<file path="config.mk">
export PLATFORM = sky130hd
export DESIGN_NAME = mem_port_arbiter
export DESIGN_NICKNAME = d
export VERILOG_FILES = /design/src/rtl/mem_arb_pkg.sv /design/src/rtl/mem_arb_pick.sv /design/src/rtl/mem_port_arbiter.sv
export SDC_FILE = /design/constraint.sdc
export NUM_CORES = 1
export LEC_CHECK = 0
export ABC_AREA = 0
export CAP_MARGIN = 25
export CORE_MARGIN = 4
export CORE_UTILIZATION = 43
export DETAILED_ROUTE_END_ITERATION = 10
export PLACE_DENSITY = 0.95
export SYNTH_ARGS = -nofsm -noshare
export SYNTH_HDL_FRONTEND = slang
export SYNTH_SLANG_ARGS = --single-unit
</file>
<file path="constraint.sdc">
create_clock -name clk -period 6.3 [get_ports clk]
set_input_delay 1.89 -clock clk [delete_from_list [all_inputs] [get_ports clk]]
set_output_delay 1.89 -clock clk [all_outputs]
set_load 0.01 [all_outputs]
</file>
<file path="src/rtl/mem_arb_pkg.sv">
// mem_arb_pkg: shared types and constants for the unified-memory port arbiter.
// Contents: FSM state enum, requester id enum, requester count, LAT bounds,
//           LAT legality helper and round-robin successor helper.
// Optional feature macro used by the arbiter: MEM_ARB_RR_EN (round-robin).
package mem_arb_pkg;

  typedef enum logic [1:0] {
    IDLE   = 2'd0,
    ACCESS = 2'd1,
    RESP   = 2'd2
  } arb_state_e;

  typedef enum logic [1:0] {
    REQ_IF = 2'd0,
    REQ_DM = 2'd1,
    REQ_LD = 2'd2
  } req_id_e;

  localparam int NREQ    = 3;
  localparam int LAT_MIN = 1;
  localparam int LAT_MAX = 15;

  // True when an access latency fits the 4-bit down-counter.
  function automatic bit lat_legal(input int lat);
    return (lat >= LAT_MIN) && (lat <= LAT_MAX);
  endfunction

  // Round-robin successor in the order IF -> DM -> LD -> IF.
  function automatic req_id_e next_req(input req_id_e id);
    case (id)
      REQ_IF:  return REQ_DM;
      REQ_DM:  return REQ_LD;
      default: return REQ_IF;
    endcase
  endfunction

endpackage

</file>
<file path="src/rtl/mem_arb_pick.sv">
// mem_arb_pick: combinational winner selection among IF/DM/LD requests.
// Ports: req_i (bit index = requester id), ptr_i (last granted id),
//        vld_o (some request present), id_o (winning requester).
// MEM_ARB_RR_EN defined: round-robin starting after ptr_i; undefined: LD > DM > IF.
module mem_arb_pick
  import mem_arb_pkg::*;
(
  input  logic [NREQ-1:0] req_i,
  input  req_id_e         ptr_i,
  output logic            vld_o,
  output req_id_e         id_o
);

`ifdef MEM_ARB_RR_EN
  req_id_e c1, c2, c3;

  always_comb begin
    c1    = next_req(ptr_i);
    c2    = next_req(c1);
    c3    = next_req(c2);
    vld_o = |req_i;
    id_o  = REQ_IF;
    if (req_i[c1])      id_o = c1;
    else if (req_i[c2]) id_o = c2;
    else if (req_i[c3]) id_o = c3;
  end
`else
  // Fixed priority has no notion of history; the pointer is ignored.
  logic unused_ptr;
  assign unused_ptr = ^ptr_i;

  always_comb begin
    vld_o = |req_i;
    id_o  = REQ_IF;
    if (req_i[int'(REQ_LD)])      id_o = REQ_LD;
    else if (req_i[int'(REQ_DM)]) id_o = REQ_DM;
  end
`endif

endmodule

</file>
<file path="src/rtl/mem_port_arbiter.sv">
// mem_port_arbiter: shares one unified memory between instruction fetch (IF),
// data (DM) and program loader (LD) ports; one LAT-cycle access per grant,
// then a one-cycle ack with read data held in per-port rdata registers.
// Ports: clk, rst_n (async active-low), if_*/dm_*/ld_* requester ports,
//        mem_* memory port, busy (high in ACCESS and RESP).
// Optional feature macro: MEM_ARB_RR_EN (round-robin IF->DM->LD instead of LD>DM>IF).
module mem_port_arbiter
  import mem_arb_pkg::*;
#(
  parameter int AW  = 32,
  parameter int DW  = 32,
  parameter int LAT = 2
) (
  input  logic          clk,
  input  logic          rst_n,
  input  logic          if_req,
  input  logic [AW-1:0] if_addr,
  output logic [DW-1:0] if_rdata,
  output logic          if_ack,
  input  logic          dm_req,
  input  logic          dm_we,
  input  logic [AW-1:0] dm_addr,
  input  logic [DW-1:0] dm_wdata,
  output logic [DW-1:0] dm_rdata,
  output logic          dm_ack,
  input  logic          ld_req,
  input  logic [AW-1:0] ld_addr,
  input  logic [DW-1:0] ld_wdata,
  output logic          ld_ack,
  output logic          mem_en,
  output logic          mem_we,
  output logic [AW-1:0] mem_addr,
  output logic [DW-1:0] mem_wdata,
  input  logic [DW-1:0] mem_rdata,
  output logic          busy
);

  // An out-of-range LAT degenerates to single-cycle accesses.
  localparam logic [3:0] LAT_LOAD = lat_legal(LAT) ? 4'(LAT - 1) : 4'd0;

  arb_state_e    state_q, state_d;
  req_id_e       id_q, id_d;
  logic          we_q, we_d;
  logic [3:0]    cnt_q, cnt_d;
  logic [AW-1:0] addr_q, addr_d;
  logic [DW-1:0] wdata_q, wdata_d;
  logic [DW-1:0] if_rdata_q, if_rdata_d;
  logic [DW-1:0] dm_rdata_q, dm_rdata_d;

  logic          pick_vld;
  req_id_e       pick_id;
  req_id_e       ptr_sel;

`ifdef MEM_ARB_RR_EN
  req_id_e ptr_q, ptr_d;
  assign ptr_sel = ptr_q;
`else
  assign ptr_sel = REQ_IF;
`endif

  mem_arb_pick u_pick (
    .req_i ({ld_req, dm_req, if_req}),
    .ptr_i (ptr_sel),
    .vld_o (pick_vld),
    .id_o  (pick_id)
  );

  always_comb begin
    state_d    = state_q;
    id_d       = id_q;
    we_d       = we_q;
    cnt_d      = cnt_q;
    addr_d     = addr_q;
    wdata_d    = wdata_q;
    if_rdata_d = if_rdata_q;
    dm_rdata_d = dm_rdata_q;
`ifdef MEM_ARB_RR_EN
    ptr_d      = ptr_q;
`endif
    case (state_q)
      IDLE: begin
        if (pick_vld) begin
          id_d    = pick_id;
          cnt_d   = LAT_LOAD;
          state_d = ACCESS;
`ifdef MEM_ARB_RR_EN
          ptr_d   = pick_id;
`endif
          case (pick_id)
            REQ_LD: begin
              addr_d  = ld_addr;
              wdata_d = ld_wdata;
              we_d    = 1'b1;
            end
            REQ_DM: begin
              addr_d  = dm_addr;
              wdata_d = dm_wdata;
              we_d    = dm_we;
            end
            default: begin
              // Fetch carries no store data; the write-data register keeps its value.
              addr_d  = if_addr;
              we_d    = 1'b0;
            end
          endcase
        end
      end
      ACCESS: begin
        if (cnt_q == 4'd0) begin
          // Last access cycle: memory read data is valid now.
          if (!we_q) begin
            if (id_q == REQ_IF) if_rdata_d = mem_rdata;
            if (id_q == REQ_DM) dm_rdata_d = mem_rdata;
          end
          state_d = RESP;
        end else begin
          cnt_d = cnt_q - 4'd1;
        end
      end
      RESP: begin
        state_d = IDLE;
      end
      default: begin
        state_d = IDLE;
      end
    endcase
  end

  always_ff @(posedge clk or negedge rst_n) begin
    if (!rst_n) begin
      state_q    <= IDLE;
      id_q       <= REQ_IF;
      we_q       <= 1'b0;
      cnt_q      <= 4'd0;
      addr_q     <= '0;
      wdata_q    <= '0;
      if_rdata_q <= '0;
      dm_rdata_q <= '0;
`ifdef MEM_ARB_RR_EN
      ptr_q      <= REQ_IF;
`endif
    end else begin
      state_q    <= state_d;
      id_q       <= id_d;
      we_q       <= we_d;
      cnt_q      <= cnt_d;
      addr_q     <= addr_d;
      wdata_q    <= wdata_d;
      if_rdata_q <= if_rdata_d;
      dm_rdata_q <= dm_rdata_d;
`ifdef MEM_ARB_RR_EN
      ptr_q      <= ptr_d;
`endif
    end
  end

  // Control outputs decode straight from state so a reset drops them at once.
  assign mem_en    = (state_q == ACCESS);
  assign mem_we    = (state_q == ACCESS) && we_q;
  assign mem_addr  = addr_q;
  assign mem_wdata = wdata_q;
  assign busy      = (state_q != IDLE);
  assign if_ack    = (state_q == RESP) && (id_q == REQ_IF);
  assign dm_ack    = (state_q == RESP) && (id_q == REQ_DM);
  assign ld_ack    = (state_q == RESP) && (id_q == REQ_LD);
  assign if_rdata  = if_rdata_q;
  assign dm_rdata  = dm_rdata_q;

endmodule

</file>
==> results of run 1 <==
[cells by family (layout without fill, tap and decap cells)]
| family | count (synthesis) | count (layout) | synth area share |
|---|---|---|---|
| simple gates | 27 | 27 | 0.0304 |
| compound gates | 140 | 140 | 0.111 |
| buf+inv | 45 | 376 | 0.0380 |
| fa+ha+maj | 2 | 2 | 0.00388 |
| mux | 161 | 161 | 0.286 |
| flops | 137 | 137 | 0.531 |
[critical path: cells and delay by family, from the launching register on]
family                 cells  cell delay [ns]
buffers and inverters      2             1.16
DFF                        1             0.49
and+or+nand+nor            1             0.16
[state kept, by name, summed over array words and instances (netlist names)]
register	cells
id_q	2
state_q	2
mem_addr	32
dm_rdata	32
we_q	1
mem_wdata	32
cnt_q	4
if_rdata	32
[through the flow]
stage               cell area (um2)  hold slack (ns)
global placement               9810            0.469
CTS                           10500            0.508
finish                        10500            0.505
global route                  10500            0.517
floorplan                      6450            0.476
detailed placement             9830            0.493
[worst paths after layout]
kind / start / end / slack [ns] / cells after the start
max in group asynchronous: rst_n / mem_wdata[31] / 3.64 / 2
hold / removal: mem_addr[10] / mem_addr[10] / 0.51 / 2
min in group asynchronous: rst_n / dm_rdata[6] / 1.55 / 1
setup / recovery: state_q[0] / busy / 2.18 / 3
setup reg to reg: cnt_q[0] / if_rdata[17] / 3.77 / 6
hold reg to reg: mem_addr[10] / mem_addr[10] / 0.51 / 2
[metal layers]
metal / up-vias / wire length (um)
met1: 2711 / 7960
met4: 0 / 490
met5: - / 0
li1: 2489 / -
met3: 36 / 1600
met2: 275 / 10900
[cells in the mapped netlist, types with 2 or more instances]
library cell  count  area share
nand2b_1          3      0.0029
buf_12            3      0.0093
nor2_1            2      0.0012
nand3_1           3      0.0023
mux2_2           65        0.11
buf_2             6      0.0047
or3_1             2      0.0019
nor3_1            3      0.0023
buf_1             3      0.0017
mux2_4           30       0.070
buf_4             3      0.0035
and4bb_2          2      0.0039
ha_1              2      0.0039
mux2i_1          64       0.099
dfrtp_1         137        0.53
mux2_1            2      0.0035
o21ai_0         135        0.10
inv_1             4      0.0023
clkbuf_1         24       0.014
[cell type report]
type	instances	area (um2)
fill	1009	4130
timing repair buffer	340	3420
inverter	4	15.0
multi-input combinational	330	2790
sequential	137	3430
tap	184	230
clock inverter	11	169
clock buffer	21	460
[power groups by stage]
stage	sequential, uW	clock (uW)	combinational [uW]
after global placement	1550	0	2060
after CTS	1590	1080	2160
after floorplan	1740	0	716
after global routing	1640	1120	2290
after detailed placement	1600	0	2140
final	1590	1060	2140
==> reports/qor.yml, run 1 <==
clocking:
  cts_inserted_buffers: 17
  numClockSinks: 137
  cts_buffer_depth: 2
  root_buffer: "clkbuf_16"
  cts_hold_buf: 0
  cts-htree-levels: 4
  clkLatencyLatePin_ns: 0.43
  cts-resized-gates: 0
  clk_pin_slew_worst_paths_ns: 0.06
  cts_tree: "done"
  cts_setup_buffers: 0
power:
  power.share.switching: 0.324
  pwr-share-clk: 0.222
  power_uw: 4790
  p_int_uw: 3240
  peakVddDrop_mv: 0.204
  power.density_mw_per_mm2: 456
  combPwrFrac: 0.446
  power_switching_uw: 1550
  p_leak_uw: 0.00459
  power_frac_seq: 0.332
floorplanning:
  pin_count: 332
  start_util: 0.441
  fp.coreArea_mm2: 0.0146
  rows: 44
  dieArea_mm2: 0.0170
  die_height_um: 131
  die_width_um: 131
sta:
  post-route-period-util: 0.655
  maxSlewViolCount: 0
  setup_viol: 0
  hold_viol: 0
  max-slew-margin-rel: 0.367
  tightest_slew_ns: 0.949
  finalCriticalPeriod_ns: 4.12
  max_freq_mhz: 242
  fin_skew_ns: 0.0178
  tns_ns: 0
  rsz0062_at_grt: "no"
  setup_slack_ns: 2.18
placement:
  post-place-ws_ns: 2.03
  dp.cells: 992
  io_buffers: 331
  hpwl_um: 15200
  gp_congestion: 0.815
critical_path:
  cp-start-kind: "register"
  cp_data_required_time_ns: 4.41
  cp_slowest_cell: "clkdlybuf4s50_1"
  worstSetupEndpointType: "output port"
  path_class: "register to output port"
  slowest_delay_ns: 0.66
  cp_max_fo: 69
  crit_chain: "or2_2, buf_4, clkdlybuf4s50_1"
  cp.arrival_ns: 2.23
grt:
  use_met1: 0.274
  grt.met3_usage: 0.0715
  grt_overflow_total: 0
  grt-busiest-layer: "met2"
  use_met2: 0.430
  grt_max_degree: 94
  grt_pass1_vias: 5771
  grt_use_total: 0.240
  grt_pass1_wl_um: 31500
  grt_antenna_before_repair: 0
route:
  drtPass1Iterations: 7
  vias: 5511
  drtIter0Drc: 266
  ant_nets: 0
  drc: 0
  vias_per_cell: 5.37
  routed_wl_um: 21000
  wire_per_inst_um: 20.4
synth:
  ys_async_sr_fraction: 1.00
  synthFlopType: "dfrtp_1"
  synth.avg_cell_area_um2: 12.6
  yosysSeqAreaShare: 0.531
  synth_cells: 512
  synth-seq-cells: 137
  synth_cell_types: 38
  ys_warn_count: 0
  netlist_area_mm2: 0.00645
  syn-num-nets: 712
  synth_edf_count: 0
final_layout:
  final_util: 0.718
  num_antenna_cells: 0
  syn_to_final_growth_pct: 63.0
  fin_nets: 1030
  finalNonFillerCells: 1027
  drive_gt1_frac: 0.173
  mostFrequentLayoutCells: "clkdlybuf4s50_1 (328), dfrtp_1 (137), o21ai_0 (135), mux2_2 (65), mux2i_1 (64)"
  layout_commonest_cell: "clkdlybuf4s50_1"
min_path:
  hold_class: "register to register"
flow_run:
  cap_violations: 0
run_status:
  status: "finished, final reports clean"
Note: power is estimated with default switching activity, not from simulation.
==> run 2: changes to the inputs <==
- CORE_UTILIZATION: 43 -> 40
- PLACE_DENSITY: 0.95 -> 0.9
- clock period: 6.3 -> 3.9 ns (I/O delays scaled with it)
==> reports/qor.yml, run 2 (synthesis results as in run 1) <==
run_status:
  status: "finished, final reports clean"
final_layout:
  fillers: 1166  # +16%
  syn_to_final_growth_pct: 63.4
  layout_commonest_cell: "clkdlybuf4s50_1"
  mostFrequentLayoutCells: "clkdlybuf4s50_1 (328), dfrtp_1 (137), o21ai_0 (135), mux2_2 (65), mux2i_1 (64)"
  num_antenna_cells: 0  # unchanged
  fin_nets: 1033  # +0.29%
  drive_gt1_frac: 0.177  # +0.00411
sta:
  maxSlewViolCount: 0  # unchanged
  max-slew-margin-rel: 0.512  # +0.145
  tns_ns: 0  # unchanged
  finalCriticalPeriod_ns: 3.16
  setup_viol: 0  # unchanged
  tightest_slew_ns: 0.732  # -0.218 ns
  hold_viol: 0  # unchanged
  post-route-period-util: 0.811
  rsz0062_at_grt: "no"
  setup_slack_ns: 0.736  # -1.44 ns
  fin_skew_ns: 0.00817  # -0.00958 ns
  max_freq_mhz: 316
grt:
  grt_pass1_vias: 5676  # -1.6%
  grt_max_degree: 69  # -27%
  grt_antenna_before_repair: 0  # unchanged
  grt_use_total: 0.224  # -0.0158
  grt_pass1_wl_um: 31500  # +0.22%
  grt_overflow_total: 0  # unchanged
clocking:
  clkLatencyLatePin_ns: 0.41  # -0.02 ns
  cts_buffer_depth: 2  # unchanged
  cts_inserted_buffers: 17  # unchanged
  numClockSinks: 137  # unchanged
  cts-htree-levels: 4  # unchanged
  cts_setup_buffers: 0  # unchanged
  cts_tree: "done"
  root_buffer: "clkbuf_16"
  cts-resized-gates: 0  # unchanged
  clk_pin_slew_worst_paths_ns: 0.06  # about the same
  cts_hold_buf: 0  # unchanged
route:
  drtPass1Iterations: 4  # -3
  wire_per_inst_um: 19.6  # -3.8%
  vias: 5425  # -1.6%
  routed_wl_um: 20900  # -0.57%
  vias_per_cell: 5.11  # -4.8%
  drc: 0  # unchanged
  drtIter0Drc: 242  # -9.0%
  ant_nets: 0  # unchanged
critical_path:
  startpoint: "state_q[0]"
  cp_max_fo: 9  # -87%
  cp_data_required_time_ns: 2.73  # -1.68 ns
  cp.arrival_ns: 1.99  # -0.24 ns
  path_class: "register to output port"
  worstSetupEndpointType: "output port"
  rrSetupSlack_ns: 1.40  # -2.37 ns
  reg2reg_depth: 5  # -1
  r2r_start: "state_q[0]"
  critical_path.endpoint: "mem_we"
  cp-start-kind: "register"
  reg2reg_to: "mem_addr[7]"
floorplanning:
  start_util: 0.408  # -0.0330
  die_width_um: 135  # +3.5%
  fp.coreArea_mm2: 0.0158  # +8.1%
  pin_count: 332  # unchanged
  rows: 46  # +4.5%
  dieArea_mm2: 0.0182  # +7.0%
  die_height_um: 135  # +3.5%
placement:
  post-place-ws_ns: 0.751  # -1.28 ns
  gp_congestion: 0.781  # -4.2%
  io_buffers: 331  # unchanged
  hpwl_um: 15400  # +0.77%
min_path:
  hold_depth: 1  # -1
  hold_class: "register to register"
power:
  peakVddDrop_mv: 0.340  # +66%
  p_leak_uw: 0.00459  # -0.19%
  power.density_mw_per_mm2: 725  # +59%
flow_run:
  cap_violations: 0  # unchanged
## run 2: cell count changes in the layout (fill, tap and decap cells not counted), sizes merged
cell,previous run,this run
buf,12,15
clkbuf,21,19
bufinv,4,3
clkinv,5,6
clkinvlp,1,2
inv,5,6
## run 2: cell type report
class / instances / area [um2] / area share
clock inverter: 13 / 168 / 0.0159
clock buffer: 19 / 443 / 0.0420
multi-input combinational: 330 / 2790 / 0.265
timing repair buffer: 343 / 3430 / 0.325
sequential: 137 / 3430 / 0.325
inverter: 4 / 15.0 / 0.00142
tap: 216 / 270 / 0.0256
## run 2: metal layers
metal / up-vias / track usage / routed length, um
met5: - / 0 / 0
met4: 0 / 0.0834 / 473
met3: 30 / 0.0604 / 1490
met2: 251 / 0.389 / 10700
met1: 2650 / 0.268 / 8170
li1: 2494 / - / -
## run 2: worst min path at each step
stage                        from             to
CTS                  if_rdata[29]   if_rdata[29]
floorplan                cnt_q[2]     state_q[1]
detailed placement    if_rdata[5]    if_rdata[5]
finish               if_rdata[29]   if_rdata[29]
global route        mem_wdata[30]  mem_wdata[30]
global placement      if_rdata[5]    if_rdata[5]
## run 2: stage by stage
step	cell area [um2]	power [uW]	std cells	util	hold slack [ns]
after floorplan	6450	3970	512	-	0.476
after global placement	9900	5870	1028	0.625	0.470
after detailed placement	9900	6020	1028	0.625	0.489
after CTS	10500	7710	1060	0.664	0.509
after global routing	10500	8080	1062	0.666	0.531
final	10500	7640	1062	0.666	0.504
## run 2: power by group
group	internal (uW)	switching [uW]	total [uW]
logic	1980	1450	3430
clock network	1030	610	1640
registers	2130	439	2570
total	5140	2500	7640
## run 2: critical path, stage by stage, from the launching register on
cell	delay [ns]
dfrtp_1	0.50
nand2b_1	0.23
inv_1	0.17
and2_1	0.14
clkdlybuf4s50_1	0.56
==> run 3: changes to the inputs <==
- CORE_UTILIZATION: 40 -> 36
- PLACE_DENSITY: 0.9 -> 0.86
- clock period: 3.9 -> 2.7 ns (I/O delays scaled with it)
==> reports/qor.yml, run 3 (synthesis results as in run 1) <==
floorplanning:
  dieArea_mm2: 0.0201  # +10%
  start_util: 0.371  # -0.0372
  pin_count: 332  # unchanged
  die_height_um: 142  # +5.1%
  die_width_um: 142  # +5.1%
  fp.coreArea_mm2: 0.0174  # +10%
  rows: 48  # +4.3%
sta:
  setup_slack_ns: 0.0905  # -0.646 ns
  post-route-period-util: 0.966
  hold_viol: 0  # unchanged
  tightest_slew_ns: 0.634  # -0.0979 ns
  max_freq_mhz: 383
  max-slew-margin-rel: 0.578  # +0.0653
  tns_ns: 0  # unchanged
  setup_viol: 0  # unchanged
  rsz0062_at_grt: "no"
  maxSlewViolCount: 0  # unchanged
  fin_skew_ns: 0.00730  # -0.000876 ns
  hold_ws_ns: 0.276  # -0.228 ns
  finalCriticalPeriod_ns: 2.61
clocking:
  cts_buffer_depth: 2  # unchanged
  cts_tree: "done"
  numClockSinks: 137  # unchanged
  cts_hold_buf: 0  # unchanged
  cts_inserted_buffers: 17  # unchanged
  cts_setup_buffers: 0  # unchanged
  root_buffer: "clkbuf_16"
  cts-htree-levels: 4  # unchanged
  clkLatencyLatePin_ns: 0.41  # about the same
  clk_pin_slew_worst_paths_ns: 0.06  # about the same
final_layout:
  final_util: 0.608  # -0.0582
  fin_nets: 1035  # +0.19%
  finalNonFillerCells: 1073  # +1.0%
  num_antenna_cells: 0  # unchanged
  layout_commonest_cell: "clkdlybuf4s50_1"
  syn_to_final_growth_pct: 64.1
  drive_gt1_frac: 0.183  # +0.00548
  fillers: 1407  # +21%
  mostFrequentLayoutCells: "clkdlybuf4s50_1 (326), dfrtp_1 (137), o21ai_0 (135), mux2_2 (65), mux2i_1 (64)"
grt:
  grt_overflow_total: 0  # unchanged
  grt_pass1_wl_um: 31600  # +0.31%
  grt_antenna_before_repair: 1  # +1
  grt_pass1_vias: 5756  # +1.4%
  grt_use_total: 0.201  # -0.0234
  grt_max_degree: 69  # unchanged
placement:
  io_buffers: 331  # unchanged
  dp.cells: 1041  # +1.3%
  post-place-ws_ns: 0.356  # -0.396 ns
  gp_congestion: 0.853  # +9.2%
  hpwl_um: 15600  # +1.3%
run_status:
  status: "finished, final reports clean"
critical_path:
  cp_data_required_time_ns: 1.89  # -0.84 ns
  path_class: "register to output port"
  cp_max_fo: 9  # unchanged
  reg2reg_depth: 4  # -1
  cp-start-kind: "register"
  cp.arrival_ns: 1.80  # -0.19 ns
  r2r_start: "state_q[0]"
  reg2reg_to: "mem_wdata[10]"
  startpoint: "state_q[0]"
  worstSetupEndpointType: "output port"
  rrSetupSlack_ns: 0.51  # -0.89 ns
route:
  drtIter0Drc: 207  # -14%
  wire_per_inst_um: 19.1  # -2.7%
  drtPass1Iterations: 6  # +2
  vias_per_cell: 5.05  # -1.1%
  ant_nets: 0  # unchanged
  drc: 0  # unchanged
  vias: 5422  # -0.055%
  routed_wl_um: 20500  # -1.7%
min_path:
  hold_class: "input port to asynchronous set/reset pin"
power:
  p_leak_uw: 0.00461  # +0.50%
  peakVddDrop_mv: 0.629  # +85%
  power.density_mw_per_mm2: 1030  # +42%
flow_run:
  cap_violations: 0  # unchanged
-- run 3: cell count changes in the layout (fill, tap and decap cells not counted), sizes merged --
cell           previous run  this run
buf                      15        17
bufinv                    3         1
clkbuf                   19        17
clkdlybuf4s50           328       326
clkinv                    6         2
dlygate4sd2               0         1
dlymetal6s2s              0         1
inv                       6        14
-- run 3: how the worst max path moves through the flow --
stage,to,slack (ns)
3_5_place_dp,mem_we,0.36
4_1_cts,if_ack,0.009
6_report,if_ack,0.09
2_1_floorplan,mem_addr[16],0.48
5_1_grt,if_ack,0.002
3_3_place_gp,mem_we,0.42
-- run 3: through the flow --
stage	cell area [um2]	power (uW)
detailed placement	10000	8700
global placement	10000	8510
finish	10600	10900
global route	10600	11500
floorplan	6450	5730
CTS	10600	11000
-- run 3: repair_timing --
item,4_1_cts,5_1_grt
endpoints found under the setup margin,1,2
pin swaps,0,0
gates resized for setup,2,2
-- run 3: report_power, final --
group | internal (uW) | switching (uW)
combinational | 2890 | 2050
clock | 1300 | 979
sequential | 3080 | 594
total | 7270 | 3620
-- run 3: worst max-delay path: stages, from the launching register on --
cell and delay [ns]:
dfrtp_1 0.48, nor4b_2 0.31, clkdlybuf4s50_1 0.60
-- run 3: final cells by class --
class | count | area (um2) | area share
timing repair buffer | 345 | 3490 | 0.329
sequential | 137 | 3430 | 0.324
multi-input combinational | 330 | 2800 | 0.264
clock buffer | 17 | 425 | 0.0402
tap | 225 | 282 | 0.0266
clock inverter | 15 | 151 | 0.0143
inverter | 4 | 15.0 | 0.00142
-- run 3: layer usage --
metal / part of all wire / wire length, um / vias to the layer above / track usage
li1: - / - / 2511 / -
met1: 0.38 / 7880 / 2642 / 0.232
met2: 0.51 / 10400 / 243 / 0.353
met3: 0.088 / 1810 / 24 / 0.0728
met4: 0.018 / 364 / 2 / 0.0540
met5: 0.00097 / 20 / - / 0
